`src/rtl/div_pkg.sv`:
```
// Shared constants and types for the radix-4 restoring divider.
package div_pkg;

    // Default operand width; the dividend is twice this wide.
    localparam int unsigned DEF_W = 30;

    // Radix-4 iterations per operation (two radix-2 steps each).
    localparam int unsigned ITERS = 15;

    // Width of the iteration counter.
    localparam int unsigned CNT_W = $clog2(ITERS);

    typedef enum logic [0:0] {
        StIdle,
        StRun
    } state_e;

endpackage

```
`src/rtl/div_step.sv`:
```
// One radix-2 restoring division step: shift in a dividend bit, trial-subtract the divisor.
module div_step #(
    parameter int unsigned W = 30
) (
    input  logic [W-1:0] rem_i,
    input  logic [W-1:0] quo_i,
    input  logic [W-1:0] den_i,
    output logic [W-1:0] rem_o,
    output logic [W-1:0] quo_o
);

    logic [W:0] trial;
    logic [W:0] diff;
    logic       ge;

    // Trial subtraction at W+1 bits so the shifted-out remainder bit is never lost.
    always_comb begin
        trial = {rem_i, quo_i[W-1]};
        diff  = trial - {1'b0, den_i};
        // rem_i < den_i keeps a non-negative diff below 2^W, so bit W is a pure borrow.
        ge    = ~diff[W];
        rem_o = ge ? diff[W-1:0] : trial[W-1:0];
        quo_o = {quo_i[W-2:0], ge};
    end

endmodule

```
`src/rtl/div.sv`:
```
// Unsigned 2W/W divider, radix-4 restoring, fixed 15-cycle latency.
module div
    import div_pkg::*;
#(
    parameter int unsigned W = DEF_W
) (
    input  logic           clk,
    input  logic           reset,
    input  logic           start,
    input  logic [2*W-1:0] c,
    input  logic [W-1:0]   a,
    output logic [W-1:0]   b,
    output logic [W-1:0]   r,
    output logic           busy,
    output logic           done,
    output logic           ovf
);

    state_e           state_q, state_d;
    logic [CNT_W-1:0] cnt_q, cnt_d;
    logic [W-1:0]     rem_q, rem_d;
    logic [W-1:0]     quo_q, quo_d;
    logic [W-1:0]     den_q, den_d;
    logic [W-1:0]     b_q, b_d;
    logic [W-1:0]     r_q, r_d;
    logic             done_q, done_d;
    logic             ovf_q, ovf_d;

    logic [W-1:0]     rem_mid, quo_mid;
    logic [W-1:0]     rem_nxt, quo_nxt;
    logic [W-1:0]     c_hi;

    assign c_hi = c[2*W-1:W];

    div_step #(
        .W(W)
    ) u_step0 (
        .rem_i(rem_q),
        .quo_i(quo_q),
        .den_i(den_q),
        .rem_o(rem_mid),
        .quo_o(quo_mid)
    );

    div_step #(
        .W(W)
    ) u_step1 (
        .rem_i(rem_mid),
        .quo_i(quo_mid),
        .den_i(den_q),
        .rem_o(rem_nxt),
        .quo_o(quo_nxt)
    );

    // Next-state: accept/overflow detection in idle, two radix-2 steps per cycle in run.
    always_comb begin
        state_d = state_q;
        cnt_d   = cnt_q;
        rem_d   = rem_q;
        quo_d   = quo_q;
        den_d   = den_q;
        b_d     = b_q;
        r_d     = r_q;
        ovf_d   = ovf_q;
        done_d  = 1'b0;

        unique case (state_q)
            StIdle: begin
                if (start) begin
                    // Quotient would not fit in W bits (covers a == 0 as well).
                    if (a == '0 || c_hi >= a) begin
                        ovf_d  = 1'b1;
                        done_d = 1'b1;
                    end else begin
                        ovf_d   = 1'b0;
                        den_d   = a;
                        rem_d   = c_hi;
                        quo_d   = c[W-1:0];
                        cnt_d   = '0;
                        state_d = StRun;
                    end
                end
            end
            StRun: begin
                rem_d = rem_nxt;
                quo_d = quo_nxt;
                cnt_d = cnt_q + 1'b1;
                if (cnt_q == CNT_W'(ITERS - 1)) begin
                    b_d     = quo_nxt;
                    r_d     = rem_nxt;
                    done_d  = 1'b1;
                    state_d = StIdle;
                end
            end
            default: state_d = StIdle;
        endcase
    end

    // State register with synchronous reset; reset aborts any operation without a done pulse.
    always_ff @(posedge clk) begin
        if (reset) begin
            state_q <= StIdle;
            cnt_q   <= '0;
            rem_q   <= '0;
            quo_q   <= '0;
            den_q   <= '0;
            b_q     <= '0;
            r_q     <= '0;
            done_q  <= 1'b0;
            ovf_q   <= 1'b0;
        end else begin
            state_q <= state_d;
            cnt_q   <= cnt_d;
            rem_q   <= rem_d;
            quo_q   <= quo_d;
            den_q   <= den_d;
            b_q     <= b_d;
            r_q     <= r_d;
            done_q  <= done_d;
            ovf_q   <= ovf_d;
        end
    end

    assign b    = b_q;
    assign r    = r_q;
    assign busy = (state_q == StRun);
    assign done = done_q;
    assign ovf  = ovf_q;

endmodule

```
`config.mk`:
```
export PLATFORM = sky130hd
export DESIGN_NAME = div
export DESIGN_NICKNAME = d
export VERILOG_FILES = /design/src/rtl/div_pkg.sv /design/src/rtl/div_step.sv /design/src/rtl/div.sv
export SDC_FILE = /design/constraint.sdc
export NUM_CORES = 1
export LEC_CHECK = 0
export ABC_AREA = 0
export CELL_PAD_IN_SITES_DETAIL_PLACEMENT = 1
export CELL_PAD_IN_SITES_GLOBAL_PLACEMENT = 2
export CORE_MARGIN = 1
export CORE_UTILIZATION = 35
export DETAILED_ROUTE_END_ITERATION = 12
export PLACE_DENSITY = 0.95
export SYNTH_ARGS = -nofsm -noshare
export SYNTH_HDL_FRONTEND = slang
export SYNTH_SLANG_ARGS = --single-unit
```
`constraint.sdc`:
```
create_clock -name clk -period 13.4 [get_ports clk]
set_clock_uncertainty 0.05 [all_clocks]
set_input_delay 2.68 -clock clk [delete_from_list [all_inputs] [get_ports clk]]
set_output_delay 2.68 -clock clk [all_outputs]
set_load 0.05 [all_outputs]
```
==> results of run 1 <==
==> flip-flops by register name (all words and copies together), names as in the netlist <==
name / count
b: 30
quo_q: 30
done: 1
rem_q: 30
ovf: 1
r: 30
busy: 1
cnt_q: 4
den_q: 30
==> cell type report <==
cell class                      instances  area [um^2]
Multi-Input combinational cell        991         6770
Clock inverter                         14          141
Fill cell                            3538        16700
Tap cell                              390          488
Inverter                               87          327
Sequential cell                       157         3140
Timing Repair Buffer                  169         1650
Clock buffer                           18          439
==> logic make-up after synthesis <==
group | count (synthesis) | share of synthesized area, %
AND/OR/NAND/NOR | 389 | 16.1
flip-flops | 157 | 29.9
multiplexers | 61 | 6.07
AO/OA/AOI/OAI | 393 | 25.9
buffers and inverters | 163 | 6.16
XOR/XNOR | 54 | 4.56
adder cells (fa/ha/maj) | 94 | 11.3
==> worst min-delay path, delay by kind of cell, from the launching register on <==
kind	cells	cell delay [ps]
DFF	1	310
and+or+nand+nor	1	50
AOI/OAI and AO/OA	1	50
==> placed cells by master, fill, tap and decap left out, types with 26 or more instances in the layout <==
cell type,instances
sky130_fd_sc_hd__mux2i_1,47
sky130_fd_sc_hd__a21o_1,35
sky130_fd_sc_hd__dfxtp_1,156
sky130_fd_sc_hd__inv_1,86
sky130_fd_sc_hd__a211oi_1,44
sky130_fd_sc_hd__nor2_1,152
sky130_fd_sc_hd__a222oi_1,33
sky130_fd_sc_hd__o21ai_0,48
sky130_fd_sc_hd__a21oi_1,99
sky130_fd_sc_hd__xnor2_1,26
sky130_fd_sc_hd__xor2_1,27
sky130_fd_sc_hd__clkdlybuf4s50_1,154
sky130_fd_sc_hd__ha_1,92
sky130_fd_sc_hd__nand2_1,138
==> through the flow <==
stage	cells	utilization, %	area, um^2
6_report	1826	43.7	13000
5_1_grt	1826	43.7	13000
4_1_cts	1826	43.7	13000
3_5_place_dp	1794	41.8	12400
3_3_place_gp	1794	41.8	12400
2_1_floorplan	1311	-	10500
==> routing by layer <==
layer,GRT usage [%],up-vias
met5,0,-
li1,-,5010
met1,32.6,5241
met4,10.7,0
met3,3.53,66
met2,40.7,353
==> worst max path at each step <==
stage / from / endpoint / cells past startpoint
2_1_floorplan: quo_q[29] / rem_q[2] / 27
4_1_cts: quo_q[29] / rem_q[26] / 23
6_report: den_q[25] / rem_q[26] / 21
3_5_place_dp: quo_q[29] / r[26] / 23
5_1_grt: den_q[25] / rem_q[26] / 21
3_3_place_gp: quo_q[29] / r[26] / 23
==> flow_summary.yaml, run 1 <==
detailed_routing:
  detail_route.iter0.violations: 956
  detailedRoute.firstPassIterationCount: 10
  avgViaCountPerCell: 5.84
  met1Wirelength_um: 17200
  drc: 1
  highest-signal-layer: "met4"
  met3WireLength_um: 2110
  via_count: 10700
  drt_wl_total_um: 38500
  wl_met2_um: 17900
  wire_per_inst_um: 21.1
  postRouteAntennaNets: 0
grt:
  vias_in_the_first_global_route: 10800
  globalRoute.totalOverflow: 0
  grt_max_degree: 88
  grt_pass1_wl_um: 60200
  globalRouteTotalUtil_pct: 24.9
  initial_antenna_violation_count: 0
worst_setup_path:
  crit_path_cell_trace: "inv_1 > ha_1 > nand4_1 > nor3_2 > a2111oi_2 > a211oi_1 > and2_1 > a221o_2 > clkinv_1 > mux2_2 > ha_1 > nand4_1 > a2111oi_0 > o31ai_1 > o21a_1 > o2111ai_1 > nand2_1 > xnor2_1 > nor2_1 > a222oi_1 > a211oi_1"
  family_of_cells_with_the_greatest_summed_delay_on_the_critical_path: "compound AO/OA/AOI/OAI gates"
  cp_num_buf_inv: 2
  startpoint_type: "flip-flop"
  timing.reg2reg.setup_slack_ps: 5510
  stage_delay_of_the_slowest_cell_on_the_critical_path_ps: 740
  r2r-end: "rem_q[26]"
  critPathCaptureType: "flip-flop"
  worstRegToRegCells: 21
  worst-path-max-fanout: 11
  cp.arrival_ps: 8120
  worst-endpoint-required_ps: 13630
  startpoint_of_the_lowest_slack_register_to_register_path: "den_q[25]"
  max_stage_delay_cell_worst_path: "sky130_fd_sc_hd__a2111oi_0"
  critical_path_class: "reg -> reg"
timing:
  finalWorstPathRequiredPeriod_ps: 7890
  tns_ps: 0
  timing_hold_violations_final: 0
  rsz0062_at_grt: "false"
  tightestPinTransition_ps: 1140
  achievable-frequency_mhz: 127
  final-max-slew-violation-count: 0
  fin_worst_hold_slack_ps: 409
  worst_setup_slack_final_ps: 5510
  final_min_period_over_clock_period_pct: 58.9
  slew_headroom_pct: 23.6
  timing.final.setup_violations: 0
die:
  dieArea_um2: 30800
  io_pins: 156
  initial_core_util_pct: 35.5
  die_width_um: 175
  rows: 63
  die_y_um: 175
  placeableCoreArea_um2: 29600
cells_and_area:
  final_layout_size_suffix_gt1_share_pct: 5.01
  final_net_count: 1610
  area.growth.synth_to_final_pct: 23.1
  diodes: 0
synth:
  mappedNetlistArea_um2: 10500
  synth_cell_type_count: 65
  synth_top_cell_area_share_pct: 29.9
  yosys_warnings: 0
  yosys-top-cells-area: "sky130_fd_sc_hd__dfxtp_1 (30%), sky130_fd_sc_hd__ha_1 (11%), sky130_fd_sc_hd__nor2_1 (5.4%)"
  syn_inst: 1311
  asyncSetResetFlopFracSynth_pct: 0
  synth_sequential_area_ratio_pct: 29.9
  post_synth_most_frequent_cells: "sky130_fd_sc_hd__dfxtp_1 (157), sky130_fd_sc_hd__nor2_1 (152), sky130_fd_sc_hd__nand2_1 (138)"
  synth_ff_type: "sky130_fd_sc_hd__dfxtp_1"
  synth-seq-cells: 157
  mappedNetlistNets: 1498
  synth_top_area_cell: "sky130_fd_sc_hd__dfxtp_1"
  post_synth.cell_area_avg_um2: 8.03
  synth_edf_count: 0
  synth.most_common_cell: "sky130_fd_sc_hd__dfxtp_1"
place:
  hpwl_um: 28800
  numPortBuffers: 155
  finalWeightedCongestion: 0.906
  preCtsSetupSlack_ps: 5750
clocking:
  clock_tree.htree_level_count: 4
  clk_root_buffer_cell: "sky130_fd_sc_hd__clkbuf_16"
  cts_hold_repair.buffers: 0
  clk_transition_reported_paths_ps: 80
  cts_inserted_buffers: 17
  clockBufferDepth: 2
  cts_tree: "built"
  clkLatencyLatePin_ps: 450
  cts_setup_buffers: 0
  cts.sinks: 157
  post_cts_resize_count: 0
worst_hold_path:
  worst_hold_path.endpoint: "b[26]"
  worstHoldPathCells: 2
  timing.hold.worst.class: "reg -> reg"
  hold_path.startpoint: "b[26]"
run_status:
  status: "complete, but fails checks"
  violations: "DRC"
flow_run:
  timing.max_cap.violations: 0
Power of run 1 is not shown: default switching activity piles up to over one toggle a cycle in this logic, so the estimate is an artifact.
==> run 2: changes to the inputs <==
Settings changed: CORE_UTILIZATION 35 to 29, PLACE_DENSITY 0.95 to 0.86.
Clock period 13.4 ns to 7 ns, I/O delays scaled along.
==> run 2 against run 1 <==
Effect of this change: the run still ends with DRC left; via count down 1.9%; final area up 1.5%; non-clock buffer count up 10; sequential cell count unchanged; critical path type unchanged.
==> flow_summary.yaml, run 2 (synthesis results as in run 1) <==
worst_hold_path:
  hold_path.startpoint: "b[27]"
  worst_hold_path.endpoint: "b[27]"
  worstHoldPathCells: 2
  timing.hold.worst.class: "reg -> reg"
timing:
  timing_hold_violations_final: 0
  final-max-slew-violation-count: 0
  tns_ps: 0
  slew_headroom_pct: 36.7
  tightestPinTransition_ps: 925
  achievable-frequency_mhz: 151
  rsz0062_at_grt: "false"
  timing.final.setup_violations: 0
  finalWorstPathRequiredPeriod_ps: 6610
  final_min_period_over_clock_period_pct: 94.4
detailed_routing:
  via_count: 10500
  wire_per_inst_um: 21.1
  drc: 16
  postRouteAntennaNets: 0
  drt_wl_total_um: 40200
  detail_route.iter0.violations: 668
  avgViaCountPerCell: 5.49
  detailedRoute.firstPassIterationCount: 10
clocking:
  clock_tree.htree_level_count: 4
  clockBufferDepth: 2
  cts_inserted_buffers: 17
  clk_root_buffer_cell: "sky130_fd_sc_hd__clkbuf_16"
  clkLatencyLatePin_ps: 460
  cts.sinks: 157
  cts_tree: "built"
  cts_hold_repair.buffers: 0
  cts_setup_buffers: 0
  post_cts_resize_count: 0
  clk_transition_reported_paths_ps: 80
place:
  detailed_place.area_um2: 12600
  numPortBuffers: 155
  hpwl_um: 30900
  finalWeightedCongestion: 0.930
  place_inst: 1875
cells_and_area:
  fin_area_um2: 13200
  diodes: 0
  fillers: 4226
  final_layout_size_suffix_gt1_share_pct: 5.74
  seqCellArea_um2: 3140
  final_net_count: 1620
  layout.cells.most_common: "sky130_fd_sc_hd__dfxtp_1"
  post-route-util_pct: 36.9
  area.growth.synth_to_final_pct: 25.0
  post_layout_nonfiller_instances: 1907
  multi_input_comb_area_um2: 6780
  layout_common_cells: "sky130_fd_sc_hd__dfxtp_1 (156), sky130_fd_sc_hd__clkdlybuf4s50_1 (154), sky130_fd_sc_hd__nor2_1 (151)"
die:
  dieArea_um2: 37100
  io_pins: 156
  placeableCoreArea_um2: 35700
  rows: 69
  die_width_um: 193
  die_y_um: 193
  initial_core_util_pct: 29.5
grt:
  globalRoute.totalOverflow: 0
  grt_pass1_wl_um: 61600
  initial_antenna_violation_count: 0
  vias_in_the_first_global_route: 10500
  globalRouteTotalUtil_pct: 21.8
  grt_max_degree: 67
run_status:
  violations: "DRC"
  status: "complete, but fails checks"
worst_setup_path:
  cp_num_buf_inv: 3
  critPathCaptureType: "flip-flop"
  setup.worst_path.start: "den_q[25]"
  worst-path-max-fanout: 9
  max_stage_delay_cell_worst_path: "sky130_fd_sc_hd__a2111oi_1"
  worst-endpoint-required_ps: 7250
  critical_path_class: "reg -> reg"
  timing.reg2reg.setup_slack_ps: 390
  cp.arrival_ps: 6860
  family_of_cells_with_the_greatest_summed_delay_on_the_critical_path: "compound AO/OA/AOI/OAI gates"
  r2r-end: "rem_q[18]"
  startpoint_type: "flip-flop"
  crit_path_cell_trace: "inv_1 > ha_1 > nand4_1 > nor3_2 > a2111oi_2 > a211oi_1 > nor2_1 > a221o_2 > clkinv_1 > mux2_2 > ha_1 > nand4_1 > a2111oi_1 > o31ai_1 > o21a_1 > o2111ai_1 > nand2_1 > xnor2_1 > nor2_1 > buf_4 > a222oi_1 > o22ai_1"
  startpoint_of_the_lowest_slack_register_to_register_path: "den_q[25]"
  stage_delay_of_the_slowest_cell_on_the_critical_path_ps: 560
  worstRegToRegCells: 22
flow_run:
  timing.max_cap.violations: 0
[run 2: cell count changes in the layout (fill, tap and decap cells not counted), moves of 2 or more]
| cell | change |
|---|---|
| sky130_fd_sc_hd__bufinv_16 | +2 |
| sky130_fd_sc_hd__clkinv_2 | +2 |
| sky130_fd_sc_hd__inv_6 | -3 |
| sky130_fd_sc_hd__clkinv_4 | +2 |
| sky130_fd_sc_hd__buf_4 | +9 |
| sky130_fd_sc_hd__clkinv_8 | -2 |
[run 2: final cells by class]
type / instances / share of cell area, %
clock buffer: 18 / 3.26
multi-input combinational: 991 / 51.5
timing repair buffer: 179 / 13.2
inverter: 87 / 2.48
tap: 461 / 4.38
clock inverter: 14 / 1.21
sequential: 157 / 23.9
[run 2: through the flow]
step	hold slack (ps)	setup slack, ps
final	406	392
after global routing	424	9.09
after CTS	408	160
after detailed placement	399	193
after global placement	393	478
after floorplan	394	1150
[run 2: worst max-delay path by stage]
stage | slack [ps] | to | cells after the start
detailed placement | 190 | r[27] | 24
global placement | 480 | r[23] | 24
floorplan | 1150 | rem_q[2] | 27
global route | 9 | rem_q[12] | 21
finish | 390 | rem_q[18] | 22
CTS | 160 | r[27] | 24
[run 2: metal layers]
layer	track usage, %	vias to the layer above	part of all wire [%]
li1	-	5015	-
met5	0	-	0
met3	3.26	57	3.6
met4	7.93	0	2.8
met1	28.8	5158	46
met2	35.9	238	47
[run 2: tightest hold or removal path, stage by stage (launching register included)]
cell,delay [ps]
sky130_fd_sc_hd__dfxtp_1,310
sky130_fd_sc_hd__nand2_1,50
sky130_fd_sc_hd__a21oi_1,50
Power of run 2 is left out for the same reason.
